`config.mk`:
```
export PLATFORM = sky130hd
export DESIGN_NAME = modn_count_ctrl_flat
export DESIGN_NICKNAME = d
export VERILOG_FILES = /design/src/rtl/modn_count_pkg.sv /design/src/rtl/modn_count_ctrl_if.sv /design/src/rtl/modn_updown_core.sv /design/src/rtl/modn_count_ctrl.sv /design/src/flat_wrapper.sv
export SDC_FILE = /design/constraint.sdc
export NUM_CORES = 1
export LEC_CHECK = 0
export BUFFER_PORTS_ARGS = -buffer_cell sky130_fd_sc_hd__clkbuf_2
export CORE_MARGIN = 8
export CORE_UTILIZATION = 30
export CTS_CLUSTER_DIAMETER = 100
export CTS_CLUSTER_SIZE = 20
export DETAILED_ROUTE_END_ITERATION = 12
export GPL_ROUTABILITY_DRIVEN = 1
export PLACE_DENSITY = 0.5
export RECOVER_POWER = 50
export SLEW_MARGIN = 30
export SYNTH_ARGS = -nofsm -noshare
export SYNTH_HDL_FRONTEND = slang
export SYNTH_SLANG_ARGS = --single-unit
```
`constraint.sdc`:
```
create_clock -name clk -period 3 [get_ports clk]
set_input_delay 0.3 -clock clk [delete_from_list [all_inputs] [get_ports clk]]
set_output_delay 0.3 -clock clk [all_outputs]
set_load 0.1 [all_outputs]
```
`src/rtl/modn_count_pkg.sv`:
```
// Shared types and constants for the modulo-N count controller.
package modn_count_pkg;

    typedef enum logic [1:0] {
        IDLE = 2'd0,
        RUN  = 2'd1,
        HOLD = 2'd2
    } state_t;

    localparam logic        MODE_UP     = 1'b0;
    localparam logic        MODE_DOWN   = 1'b1;
    localparam int unsigned MIN_MODULUS = 2;

endpackage

```
`src/rtl/modn_count_ctrl_if.sv`:
```
// Command/status bundle between a control agent and the modulo-N controller.
interface modn_count_ctrl_if #(
    parameter int unsigned WIDTH   = 4,
    parameter int unsigned WRAPS_W = 4
);
    logic               start;
    logic               mode;
    logic [WIDTH-1:0]   modulus;
    logic [WRAPS_W-1:0] wraps;
    logic               hold;
    logic               stop;
    logic [WIDTH-1:0]   out;
    logic               busy;
    logic               wrap;
    logic               done;
    logic               err;

    modport master (
        output start, mode, modulus, wraps, hold, stop,
        input  out, busy, wrap, done, err
    );

    modport slave (
        input  start, mode, modulus, wraps, hold, stop,
        output out, busy, wrap, done, err
    );
endinterface

```
`src/rtl/modn_updown_core.sv`:
```
// Modulo-N up/down counter datapath: load value, single step and terminal wrap.
module modn_updown_core
    import modn_count_pkg::*;
#(
    parameter int unsigned WIDTH = 4
) (
    input  logic             clk,
    input  logic             reset,
    input  logic             load,
    input  logic             en,
    input  logic             dir,
    input  logic [WIDTH-1:0] n,
    output logic [WIDTH-1:0] out,
    output logic             wrap_nxt
);

    logic [WIDTH-1:0] top;

    always_comb begin
        top      = n - WIDTH'(1);
        wrap_nxt = (dir == MODE_DOWN) ? (out == '0) : (out == top);
    end

    always_ff @(posedge clk) begin
        if (reset) begin
            out <= '0;
        end else if (load) begin
            out <= (dir == MODE_DOWN) ? top : '0;
        end else if (en) begin
            if (wrap_nxt)
                out <= (dir == MODE_DOWN) ? top : '0;
            else if (dir == MODE_DOWN)
                out <= out - WIDTH'(1);
            else
                out <= out + WIDTH'(1);
        end
    end

endmodule

```
`src/rtl/modn_count_ctrl.sv`:
```
// Run sequencer around modn_updown_core: start/hold/stop, period counting, pulses.
module modn_count_ctrl
    import modn_count_pkg::*;
#(
    parameter int unsigned WIDTH   = 4,
    parameter int unsigned WRAPS_W = 4
) (
    input  logic              clk,
    input  logic              reset,
    modn_count_ctrl_if.slave  bus
);

    state_t             state, state_nxt;
    logic               mode_q;
    logic [WIDTH-1:0]   n_q;
    logic [WRAPS_W-1:0] wraps_q;
    logic [WRAPS_W-1:0] wcnt;
    logic [WRAPS_W-1:0] wcnt_inc;
    logic               wrap_q, done_q, err_q;

    logic               busy;
    logic               accept;
    logic               reject;
    logic               count_en;
    logic               wrap_evt;
    logic               final_evt;
    logic               core_dir;
    logic [WIDTH-1:0]   core_n;
    logic [WIDTH-1:0]   core_out;
    logic               core_wrap_nxt;

    // In the accept cycle the core loads from the live command, not the latch.
    always_comb begin
        busy      = (state != IDLE);
        accept    = 1'b0;
        reject    = 1'b0;
        if (state == IDLE && bus.start) begin
            accept = (bus.modulus >= WIDTH'(MIN_MODULUS));
            reject = !accept;
        end
        count_en  = busy && !bus.stop && !bus.hold;
        wrap_evt  = count_en && core_wrap_nxt;
        wcnt_inc  = (wcnt == '1) ? wcnt : wcnt + WRAPS_W'(1);
        final_evt = wrap_evt && (wraps_q != '0) && (wcnt_inc == wraps_q);
        core_dir  = accept ? bus.mode    : mode_q;
        core_n    = accept ? bus.modulus : n_q;
    end

    always_comb begin
        state_nxt = state;
        case (state)
            IDLE: if (accept) state_nxt = RUN;
            RUN, HOLD: begin
                if (bus.stop)
                    state_nxt = IDLE;
                else if (bus.hold)
                    state_nxt = HOLD;
                else if (final_evt)
                    state_nxt = IDLE;
                else
                    state_nxt = RUN;
            end
            default: state_nxt = IDLE;
        endcase
    end

    always_ff @(posedge clk) begin
        if (reset)
            state <= IDLE;
        else
            state <= state_nxt;
    end

    always_ff @(posedge clk) begin
        if (reset) begin
            mode_q  <= MODE_UP;
            n_q     <= '0;
            wraps_q <= '0;
            wcnt    <= '0;
            wrap_q  <= 1'b0;
            done_q  <= 1'b0;
            err_q   <= 1'b0;
        end else begin
            if (accept) begin
                mode_q  <= bus.mode;
                n_q     <= bus.modulus;
                wraps_q <= bus.wraps;
                wcnt    <= '0;
            end else if (wrap_evt) begin
                wcnt <= wcnt_inc;
            end
            wrap_q <= wrap_evt;
            done_q <= final_evt;
            err_q  <= reject;
        end
    end

    modn_updown_core #(.WIDTH(WIDTH)) u_core (
        .clk      (clk),
        .reset    (reset),
        .load     (accept),
        .en       (count_en),
        .dir      (core_dir),
        .n        (core_n),
        .out      (core_out),
        .wrap_nxt (core_wrap_nxt)
    );

    assign bus.out  = core_out;
    assign bus.busy = busy;
    assign bus.wrap = wrap_q;
    assign bus.done = done_q;
    assign bus.err  = err_q;

endmodule
```
`src/flat_wrapper.sv`:
```
// flat-port wrapper written by rule: the top's interface ports become plain ports
module modn_count_ctrl_flat import modn_count_pkg::*;
#(
    parameter int unsigned WIDTH   = 4,
    parameter int unsigned WRAPS_W = 4
)
  (clk, reset, bus_start, bus_mode, bus_modulus, bus_wraps, bus_hold, bus_stop, bus_out, bus_busy, bus_wrap, bus_done, bus_err);
  modn_count_ctrl_if #(.WIDTH(WIDTH), .WRAPS_W(WRAPS_W)) bus_i ();
  input  logic clk;
  input  logic reset;
  input wire logic [$bits(bus_i.start)-1:0] bus_start;
  input wire logic [$bits(bus_i.mode)-1:0] bus_mode;
  input wire logic [$bits(bus_i.modulus)-1:0] bus_modulus;
  input wire logic [$bits(bus_i.wraps)-1:0] bus_wraps;
  input wire logic [$bits(bus_i.hold)-1:0] bus_hold;
  input wire logic [$bits(bus_i.stop)-1:0] bus_stop;
  output wire logic [$bits(bus_i.out)-1:0] bus_out;
  output wire logic [$bits(bus_i.busy)-1:0] bus_busy;
  output wire logic [$bits(bus_i.wrap)-1:0] bus_wrap;
  output wire logic [$bits(bus_i.done)-1:0] bus_done;
  output wire logic [$bits(bus_i.err)-1:0] bus_err;
  assign bus_i.start = bus_start;
  assign bus_i.mode = bus_mode;
  assign bus_i.modulus = bus_modulus;
  assign bus_i.wraps = bus_wraps;
  assign bus_i.hold = bus_hold;
  assign bus_i.stop = bus_stop;
  assign bus_out = bus_i.out;
  assign bus_busy = bus_i.busy;
  assign bus_wrap = bus_i.wrap;
  assign bus_done = bus_i.done;
  assign bus_err = bus_i.err;
  modn_count_ctrl #(.WIDTH(WIDTH), .WRAPS_W(WRAPS_W)) u_core (.clk(clk), .reset(reset), .bus(bus_i));
endmodule
```
==> impl_metrics.tcl, run 1 <==
set metrics [dict create \
    status "completed" \
    ioPinCount 22 \
    diodes 0 \
    multi_input_area_um2 917 \
    yosys-top-cells-count "22 x dfxtp_1, 22 x nand2_1, 13 x nor2_1, 10 x xnor2_1, 9 x a21oi_1" \
    vdd_drop_max_mv 0.253 \
    power_frac_clock_pct 29.8 \
    hp-start "bus_wraps[3]" \
    numCtsBuffers 3 \
    grt_max_degree 23 \
    p_seq_share_pct 35.8 \
    synth.distinct_cells 46 \
    crit_path_max_fanout 15 \
    htreeDepth 1 \
    r2r-end "u_core.bus.done" \
    drt_pass1_iterations 4 \
    hold_class "input port to register" \
    clock.fmax_ghz 0.377 \
    clockBufferDepth 2 \
    synthCells 167 \
    seq_area_um2 440 \
    cp_data_required_time_ns 3.19 \
    cap_violations 0 \
    synth-seq-area-share_pct 30.1 \
    combPwrFrac_pct 34.4 \
    cp.buffers_inverters 2 \
    fillerInstances 492 \
    crit_type "register to register" \
    setup_viol 0 \
    cts_sinks 22 \
    hold_path_depth 3 \
    worstSetupEndpointType "register" \
    coreArea_um2 4720 \
    synth_area_per_cell_um2 8.75 \
    maxSlewViolCount 0 \
    internal_power_uw 601 \
    min_to "u_core.wraps_q[3]" \
    arrival_ns 2.84 \
    ys_ff_latch 22 \
    startpoint_type "register" \
    wl_um 3230 \
    ys_warn_count 0 \
    yosysTopAreaCell "dfxtp_1" \
    synth_nets 188 \
    viasPerCell 4.81 \
    ant_nets 0 \
    cts_resized 0 \
    crit_slowest_cell "dfxtp_1" \
    crit_chain "inv_1 > ha_1 > buf_4 > a32oi_1 > ha_1 > xnor2_1 > xnor2_1 > nand4_1 > o21ai_2 > nand2_1 > nor3b_1" \
    finalCriticalPeriod_ns 2.65 \
    dpl.hpwl_um 2480 \
    hold_viol_final 0 \
    drcViolationCount 0 \
    r2r_cells 11 \
    post_cts.repair.setup_buffers 0 \
    tns_ns 0 \
    io_buffers 21 \
    fin_worst_skew_ns 0.00137 \
    routedWlPerCell_um 12.8 \
    start_util_pct 30.9 \
    die_x_um 85.8 \
    async_reset_ff_share_pct 0 \
    fp.dieH_um 85.8 \
    num_rows 25 \
    drtIter0Drc 45 \
    synthToLayoutAreaGrowth_pct 13.6 \
    worst_pin_slew_ns 1.17 \
    critPathMaxStageDelay_ns 0.38 \
    synth_area_leaders "dfxtp_1 30%, xnor2_1 6.0%, nand2_1 5.7%" \
    synth_enable_flop_cells 0 \
    grt_use_total_pct 9.17 \
    antenna_found_initial 0 \
    slew_headroom_pct 22.3 \
    dieArea_um2 7360 \
    yosysTopAreaCellShare_pct 30.1 \
    cp.depth 11 \
    power_per_cell_area_nw_per_um2 564 \
    clkTransAtPathRegs_ns 0.08 \
    nets 208 \
    synth_top_flop_cell "dfxtp_1" \
    hold_ws_ns 0.251 \
    gp_congestion 0.827 \
    fin_crit_sh_pct 88.3 \
    rr_startpoint "u_core.state[0]" \
    p_sw_uw 335 \
    grt_pass1_vias 1133 \
    mappedNetlistArea_um2 1460 \
    grt_pass1_wl_um 5490 \
    leakage_uw 0.000651 \
    critical-path-top-delay-family "compound AO/OA/AOI/OAI gates" \
    postCtsHoldBufs 0 \
    clkLatencyLatePin_ns 0.26 \
    cts_tree "yes" \
    netSwitchingFraction_pct 35.8 \
    vias 1216 \
    root_buffer "clkbuf_8" \
    grt.overflow.total 0 \
    grt_setup_unrepaired "false" \
    drive_gt1_share_pct 16.7 \
    r2r_slack_ns 0.35 \
]
[power by group through the flow]
stage / Clock (µW) / Combinational [µW] / Sequential (µW)
2_1_floorplan: 0 / 220 / 393
3_3_place_gp: 0 / 335 / 344
3_5_place_dp: 0 / 332 / 343
4_1_cts: 289 / 334 / 336
5_1_grt: 299 / 354 / 339
6_report: 279 / 322 / 335
[layout make-up]
class / instances / share of cell area, %
multi-input combinational: 128 / 55.2
clock inverter: 1 / 1.81
clock buffer: 3 / 2.49
sequential: 22 / 26.5
inverter: 7 / 1.58
timing repair buffer: 25 / 7.31
tap: 67 / 5.05
[cells in the final DEF (no fill, tap or decap), types with 2 or more instances in the layout]
cell	count
ha_1	6
and2_1	2
a32oi_1	3
or3_1	4
clkbuf_1	7
a31oi_1	2
nand3_1	4
mux2i_1	8
dfxtp_1	22
o21ai_0	4
nand2_1	22
nor4_1	2
o31ai_1	2
nor3_1	6
buf_4	2
nor2b_1	2
o211ai_1	3
xnor2_1	10
clkbuf_2	16
xor2_1	3
a21o_1	2
o21ai_2	2
clkbuf_8	3
a21oi_1	9
nor2_1	13
inv_1	7
[metal layers]
layer  GRT usage, %  share of wire (%)
met1           12.0                 52
met2           14.2                 43
met3           2.20                4.0
met4           3.34                1.1
met5              0                  0
[state kept, by name (all words and copies together), names as in the netlist]
| signal | cells |
|---|---|
| u_core.bus.done | 1 |
| u_core.bus.wrap | 1 |
| u_core.u_core.out | 4 |
| u_core.wraps_q | 4 |
| u_core.wcnt | 4 |
| u_core.n_q | 4 |
| u_core.state | 2 |
| u_core.mode_q | 1 |
| u_core.bus.err | 1 |
[tightest hold or removal path: stages]
cell and delay [ns]:
clkbuf_2 0.08, nand2_1 0.04, a21oi_1 0.05
[cell families (layout without fill, tap and decap cells)]
group | Yosys count | count (layout) | synth area share (%)
multiplexers | 9 | 9 | 7.02
AND/OR/NAND/NOR | 64 | 64 | 22.0
flip-flops | 22 | 22 | 30.1
AO/OA/AOI/OAI | 35 | 35 | 20.6
buffers and inverters | 17 | 36 | 5.91
adder cells (fa/ha/maj) | 7 | 7 | 6.51
XOR/XNOR | 13 | 13 | 7.79
[metrics by stage]
stage | instance area (µm²) | std cells | utilization, % | worst slack, ns | power (µW)
after floorplan | 1460 | 167 | - | 0.459 | 613
after CTS | 1690 | 253 | 35.8 | 0.351 | 959
after global placement | 1620 | 249 | 34.3 | 0.361 | 679
final | 1660 | 253 | 35.2 | 0.350 | 936
after global routing | 1660 | 253 | 35.2 | 0.0970 | 992
after detailed placement | 1620 | 249 | 34.3 | 0.365 | 675
[worst max path at each step]
stage | endpoint | from
finish | u_core.bus.done | u_core.state[0]
global route | u_core.bus.done | u_core.state[0]
CTS | u_core.bus.done | u_core.state[0]
detailed placement | u_core.u_core.out[3] | bus_modulus[1]
global placement | u_core.bus.done | u_core.state[0]
floorplan | u_core.u_core.out[3] | u_core.state[0]
Note: power is estimated with default switching activity, not from simulation.
==> inputs of run 2 (changes only) <==
--- a/config.mk
+++ b/config.mk
@@ -18,3 +18,4 @@
 export SYNTH_ARGS = -nofsm -noshare
 export SYNTH_HDL_FRONTEND = slang
 export SYNTH_SLANG_ARGS = --single-unit
+export TNS_END_PERCENT = 100
==> constraint.sdc (replaced) <==
create_clock -name clk -period 3 [get_ports clk]
set_input_delay 0.3 -clock clk [delete_from_list [all_inputs] [get_ports clk]]
set_output_delay 0.3 -clock clk [all_outputs]
set_load 0.02 [all_outputs]
==> run 2 against run 1 <==
Effect of this change: final cell count unchanged; sequential power about the same; final area about the same; register-to-register slack better by 0.02 ns; highest routed layer unchanged.
==> impl_metrics.tcl, run 2 (same netlist as run 1, synthesis figures left out) <==
set metrics [dict create \
    io_buffers 21 \
    diodes 0 \
    viasPerCell 4.80 \
    cap_violations 0 \
    crit_chain "inv_1 > ha_1 > buf_4 > a32oi_1 > ha_1 > xnor2_1 > xnor2_1 > nand4_1 > o21ai_2 > nand2_1 > nor3b_1" \
    drive_gt1_share_pct 16.1 \
    dieArea_um2 7360 \
    antenna_found_initial 0 \
    root_buffer "clkbuf_8" \
    routedWlPerCell_um 12.8 \
    grt_pass1_wl_um 5490 \
    numCtsBuffers 3 \
    drtIter0Drc 46 \
    hold_viol_final 0 \
    num_rows 25 \
    startpoint_type "register" \
    status "completed" \
    vias 1215 \
    vdd_drop_max_mv 0.252 \
    fp.dieH_um 85.8 \
    nets 208 \
    drt_pass1_iterations 4 \
    tns_ns 0 \
    start_util_pct 30.9 \
    final_util_pct 35.2 \
    setup_viol 0 \
    crit_path_max_fanout 15 \
    post_cts.repair.setup_buffers 0 \
    gp_congestion 0.827 \
    grt_setup_unrepaired "false" \
    worst_pin_slew_ns 0.609 \
    hold_class "input port to register" \
    wl_um 3230 \
    cp_data_required_time_ns 3.19 \
    maxSlewViolCount 0 \
    arrival_ns 2.82 \
    fin_worst_skew_ns 0.00138 \
    grt_pass1_vias 1133 \
    cts_sinks 22 \
    worstSetupEndpointType "register" \
    leakage_uw 0.000648 \
    die_x_um 85.8 \
    place_ws_ns 0.365 \
    grt.overflow.total 0 \
    cts_resized 0 \
    crit_slowest_cell "dfxtp_1" \
    synthToLayoutAreaGrowth_pct 13.7 \
    fin_crit_sh_pct 87.8 \
    clkLatencyLatePin_ns 0.26 \
    coreArea_um2 4720 \
    drcViolationCount 0 \
    dpl.hpwl_um 2480 \
    setup_slack_ns 0.366 \
    dp.cells 249 \
    clock.fmax_ghz 0.380 \
    postCtsHoldBufs 0 \
    finalCriticalPeriod_ns 2.63 \
    grt_max_degree 23 \
    power_per_cell_area_nw_per_um2 528 \
    clockBufferDepth 2 \
    critPathMaxStageDelay_ns 0.38 \
    grt_use_total_pct 9.17 \
    crit_type "register to register" \
    slew_headroom_pct 59.1 \
    ioPinCount 22 \
    clkTransAtPathRegs_ns 0.08 \
    most-common-layout-cells "22 x nand2_1, 22 x dfxtp_1, 14 x clkbuf_2" \
    cts_tree "yes" \
    htreeDepth 1 \
    final_cells 253 \
    ant_nets 0 \
]
==> run 2: cell count changes in the layout (fill, tap and decap cells not counted), sizes merged <==
cell / delta
clkbuf: -1
buf: +1
==> run 2: worst paths after layout <==
path                startpoint           endpoint  slack, ns  cells past startpoint
min reg2reg  u_core.wraps_q[3]  u_core.wraps_q[3]       0.48                      2
max reg2reg    u_core.state[0]    u_core.bus.done       0.37                     11
max            u_core.state[0]    u_core.bus.done       0.37                     11
min               bus_wraps[3]  u_core.wraps_q[3]       0.25                      3
==> run 2: critical path, delay by kind of cell (launching register included) <==
| family | cells | cell delay [ns] |
|---|---|---|
| AOI/OAI and AO/OA | 2 | 0.62 |
| and+or+nand+nor | 3 | 0.54 |
| adders and majority gates | 2 | 0.49 |
| DFF | 1 | 0.38 |
| xor gates and xnor gates | 2 | 0.28 |
| buffers and inverters | 2 | 0.25 |
==> run 2: cell type report <==
class                   count  area, µm²
fillers                   486       3060
clock inverters             1       30.0
flip-flops and latches     22        440
clock buffers               3       41.3
inverters                   7       26.3
repair buffers             25        123
well taps                  67       83.8
multi-input cells         128        917
==> run 2: per-layer routing <==
layer  routed length [µm]  track usage, %  up-vias
li1                     -               -      633
met1                 1660            12.0      560
met2                 1400            14.2       18
met3                  130            2.20        4
met4                   36            3.34        0
met5                    0               0        -
==> run 2: metrics by stage <==
step	hold WS, ns	power [µW]	cell area [µm²]
after floorplan	0.436	554	1460
after global placement	0.465	620	1620
after detailed placement	0.475	616	1620
after CTS	0.242	900	1690
after global routing	0.247	934	1660
final	0.251	878	1660
==> run 2: power by group <==
part           switching, µW  total [µW]  internal [µW]
registers               24.0         335            311
clock network            100         279            178
logic                    151         264            112
==> inputs of run 3 (changes only) <==
--- a/config.mk
+++ b/config.mk
@@ -5,14 +5,16 @@
 export SDC_FILE = /design/constraint.sdc
 export NUM_CORES = 1
 export LEC_CHECK = 0
+export ABC_AREA = 1
 export BUFFER_PORTS_ARGS = -buffer_cell sky130_fd_sc_hd__clkbuf_2
+export CAP_MARGIN = 30
 export CORE_MARGIN = 8
 export CORE_UTILIZATION = 30
 export CTS_CLUSTER_DIAMETER = 100
 export CTS_CLUSTER_SIZE = 20
 export DETAILED_ROUTE_END_ITERATION = 12
 export GPL_ROUTABILITY_DRIVEN = 1
-export PLACE_DENSITY = 0.5
+export PLACE_DENSITY = 0.51
 export RECOVER_POWER = 50
 export SLEW_MARGIN = 30
 export SYNTH_ARGS = -nofsm -noshare
==> run 3 against run 2 <==
Effect of this change: total power rose by 24%; highest routed layer unchanged; worst setup slack improved by 0.018 ns; critical endpoint is now u_core.state[0]; non-clock buffer count fell by 4.
==> impl_metrics.tcl, run 3 <==
set metrics [dict create \
    status "completed" \
    postCtsHoldBufs 0 \
    dp.cells 268 \
    cts_sinks 22 \
    final_common_cell "nand2_1" \
    grt_use_total_pct 9.48 \
    routedWlPerCell_um 11.2 \
    drcViolationCount 0 \
    synth_enable_flop_cells 0 \
    mappedNetlistArea_um2 1410 \
    seq_area_um2 440 \
    final_util_pct 35.0 \
    rr_startpoint "u_core.state[0]" \
    diodes 0 \
    tns_ns 0 \
    synthAdderAreaFrac_pct 6.74 \
    wl_um 3050 \
    synth-seq-area-share_pct 31.2 \
    r2r_slack_ns 0.38 \
    cap_violations 0 \
    synth.distinct_cells 33 \
    ys_ff_latch 22 \
    crit_path_max_fanout 16 \
    synth_top_flop_cell "dfxtp_1" \
    fin_crit_sh_pct 87.2 \
    crit_type "register to register" \
    ant_nets 0 \
    numCtsBuffers 3 \
    yosysTopAreaCellShare_pct 31.2 \
    yosys.area_share.simple_pct 36.2 \
    coreArea_um2 4630 \
    synth_nets 217 \
    post_cts.repair.setup_buffers 0 \
    maxSlewViolCount 0 \
    leakage_uw 0.000752 \
    async_reset_ff_share_pct 0 \
    drive_gt1_share_pct 21.6 \
    fp.dieH_um 84.6 \
    dieArea_um2 7160 \
    synth_xor_xnor_area_share_pct 3.72 \
    slew_headroom_pct 59.1 \
    drt_pass1_iterations 4 \
    grt_max_degree 17 \
    synthCells 196 \
    clock.fmax_ghz 0.382 \
    clkLatencyLatePin_ns 0.27 \
    arrival_ns 2.77 \
    hold_class "input port to register" \
    drtIter0Drc 44 \
    die_x_um 84.6 \
    multi_input_area_um2 831 \
    startpoint_type "register" \
    fin_worst_skew_ns 0.00845 \
    setup_viol 0 \
    synth_compound_area_share_pct 12.8 \
    clkTransAtPathRegs_ns 0.09 \
    dpl.hpwl_um 2460 \
    hold_viol_final 0 \
    viasPerCell 4.58 \
    nets 240 \
    grt_pass1_vias 1235 \
    synth_area_per_cell_um2 7.20 \
    critPathMaxStageDelay_ns 0.36 \
    most-common-layout-cells "32 x nand2_1, 25 x inv_1, 22 x dfxtp_1" \
    antenna_found_initial 0 \
    grt_pass1_wl_um 5620 \
    finalCriticalPeriod_ns 2.62 \
    crit_top_cell "nand2_1" \
    grt.overflow.total 0 \
    worst_pin_slew_ns 0.609 \
    ioPinCount 22 \
    yosysMostFrequentCell "nand2_1" \
    gp_congestion 0.741 \
    power_per_cell_area_nw_per_um2 670 \
    synthToLayoutAreaGrowth_pct 14.8 \
    root_buffer "clkbuf_8" \
    vias 1246 \
    crit_chain "inv_1 > ha_1 > nand2_2 > clkinv_2 > nand2_4 > nand2_1 > nand2_1 > inv_1 > ha_1 > xnor2_1 > nor2_2 > nand3_1 > nor2_1 > nand3_2 > nand2_2 > nand3_1 > nand2_1 > nand2_1 > nand2_1 > a21oi_2" \
    io_buffers 21 \
    crit_slowest_cell "dfxtp_1" \
    endpoint "u_core.state[0]" \
    hold_ws_ns 0.273 \
    cts_resized 0 \
    htreeDepth 1 \
    num_rows 25 \
    cts_tree "yes" \
    final_cells 272 \
    fillerInstances 523 \
    r2r_cells 20 \
    r2r-end "u_core.state[0]" \
    vdd_drop_max_mv 0.323 \
    synth_area_leaders "dfxtp_1 31%, nand2_1 8.5%, inv_1 6.4%" \
    ys_warn_count 0 \
    cp_data_required_time_ns 3.16 \
    synthMuxAreaShare_pct 0 \
    start_util_pct 30.5 \
    worstSetupEndpointType "register" \
    critPathLaunch "u_core.state[0]" \
    grt_setup_unrepaired "false" \
    yosys-top-cells-count "32 x nand2_1, 24 x inv_1, 22 x dfxtp_1, 20 x nor2_1, 15 x nand3_1" \
    yosysTopAreaCell "dfxtp_1" \
    synth_top_family_by_area "simple AND/OR/NAND/NOR gates" \
    clockBufferDepth 2 \
]
run 3: cell count changes after synthesis, sizes merged, moves of 9 or more:
cell / previous run / this run
inv: 7 / 28
mux2i: 9 / 0
nand2: 22 / 44
nand3: 4 / 20
nor2: 13 / 22
o21ai: 6 / 15
run 3: metal layers:
metal | global-route usage (%) | wire length, µm | vias up
met2 | 15.6 | 1420 | 12
met3 | 3.22 | 97 | 2
met5 | 0 | 0 | -
met1 | 11.8 | 1510 | 556
li1 | - | - | 676
met4 | 1.46 | 17 | 0
run 3: report_power, final:
part | switching (µW) | leakage, µW | internal [µW]
registers | 35.3 | 0.000180 | 328
logic | 275 | 0.000536 | 165
clock network | 105 | 0.0000357 | 178
total | 415 | 0.000752 | 671
run 3: stage by stage:
| stage | worst slack (ns) | instance area, µm² | total power (µW) |
|---|---|---|---|
| final | 0.385 | 1620 | 1090 |
| after detailed placement | 0.362 | 1570 | 821 |
| after CTS | 0.341 | 1640 | 1110 |
| after floorplan | 0.631 | 1410 | 731 |
| after global placement | 0.453 | 1570 | 822 |
| after global routing | 0.0631 | 1620 | 1180 |
run 3: layout make-up:
type / count / area share, %
clock inverters: 1 / 1.85
well taps: 54 / 4.17
clock buffers: 3 / 2.55
multi-input cells: 141 / 51.3
repair buffers: 21 / 5.95
flip-flops and latches: 22 / 27.2
inverters: 30 / 7.03
run 3: worst max-delay path: cells and delay by family, from the launching register on:
| family | cells | cell delay (ns) |
|---|---|---|
| adder cells (fa/ha/maj) | 2 | 0.54 |
| AO/OA/AOI/OAI | 1 | 0.05 |
| AND/OR/NAND/NOR | 13 | 1.22 |
| buffers and inverters | 3 | 0.22 |
| flip-flops | 1 | 0.36 |
| XOR/XNOR | 1 | 0.14 |
run 3: worst min-delay path by stage:
stage                            from                end  slack (ns)  cells after the start
floorplan           u_core.wraps_q[3]  u_core.wraps_q[3]        0.44                      2
global placement    u_core.wraps_q[3]  u_core.wraps_q[3]        0.48                      2
detailed placement  u_core.wraps_q[3]  u_core.wraps_q[3]        0.47                      2
CTS                         bus_start     u_core.bus.err        0.27                      3
global route                bus_start     u_core.bus.err        0.28                      3
finish                      bus_start     u_core.bus.err        0.27                      3
run 3: cells by family (layout without fill, tap and decap cells):
group / count (synthesis) / after routing
and+or+nand+nor: 98 / 98
buffers and inverters: 33 / 55
AOI/OAI and AO/OA: 30 / 30
DFF: 22 / 22
adders and majority gates: 7 / 7
xor gates and xnor gates: 6 / 6
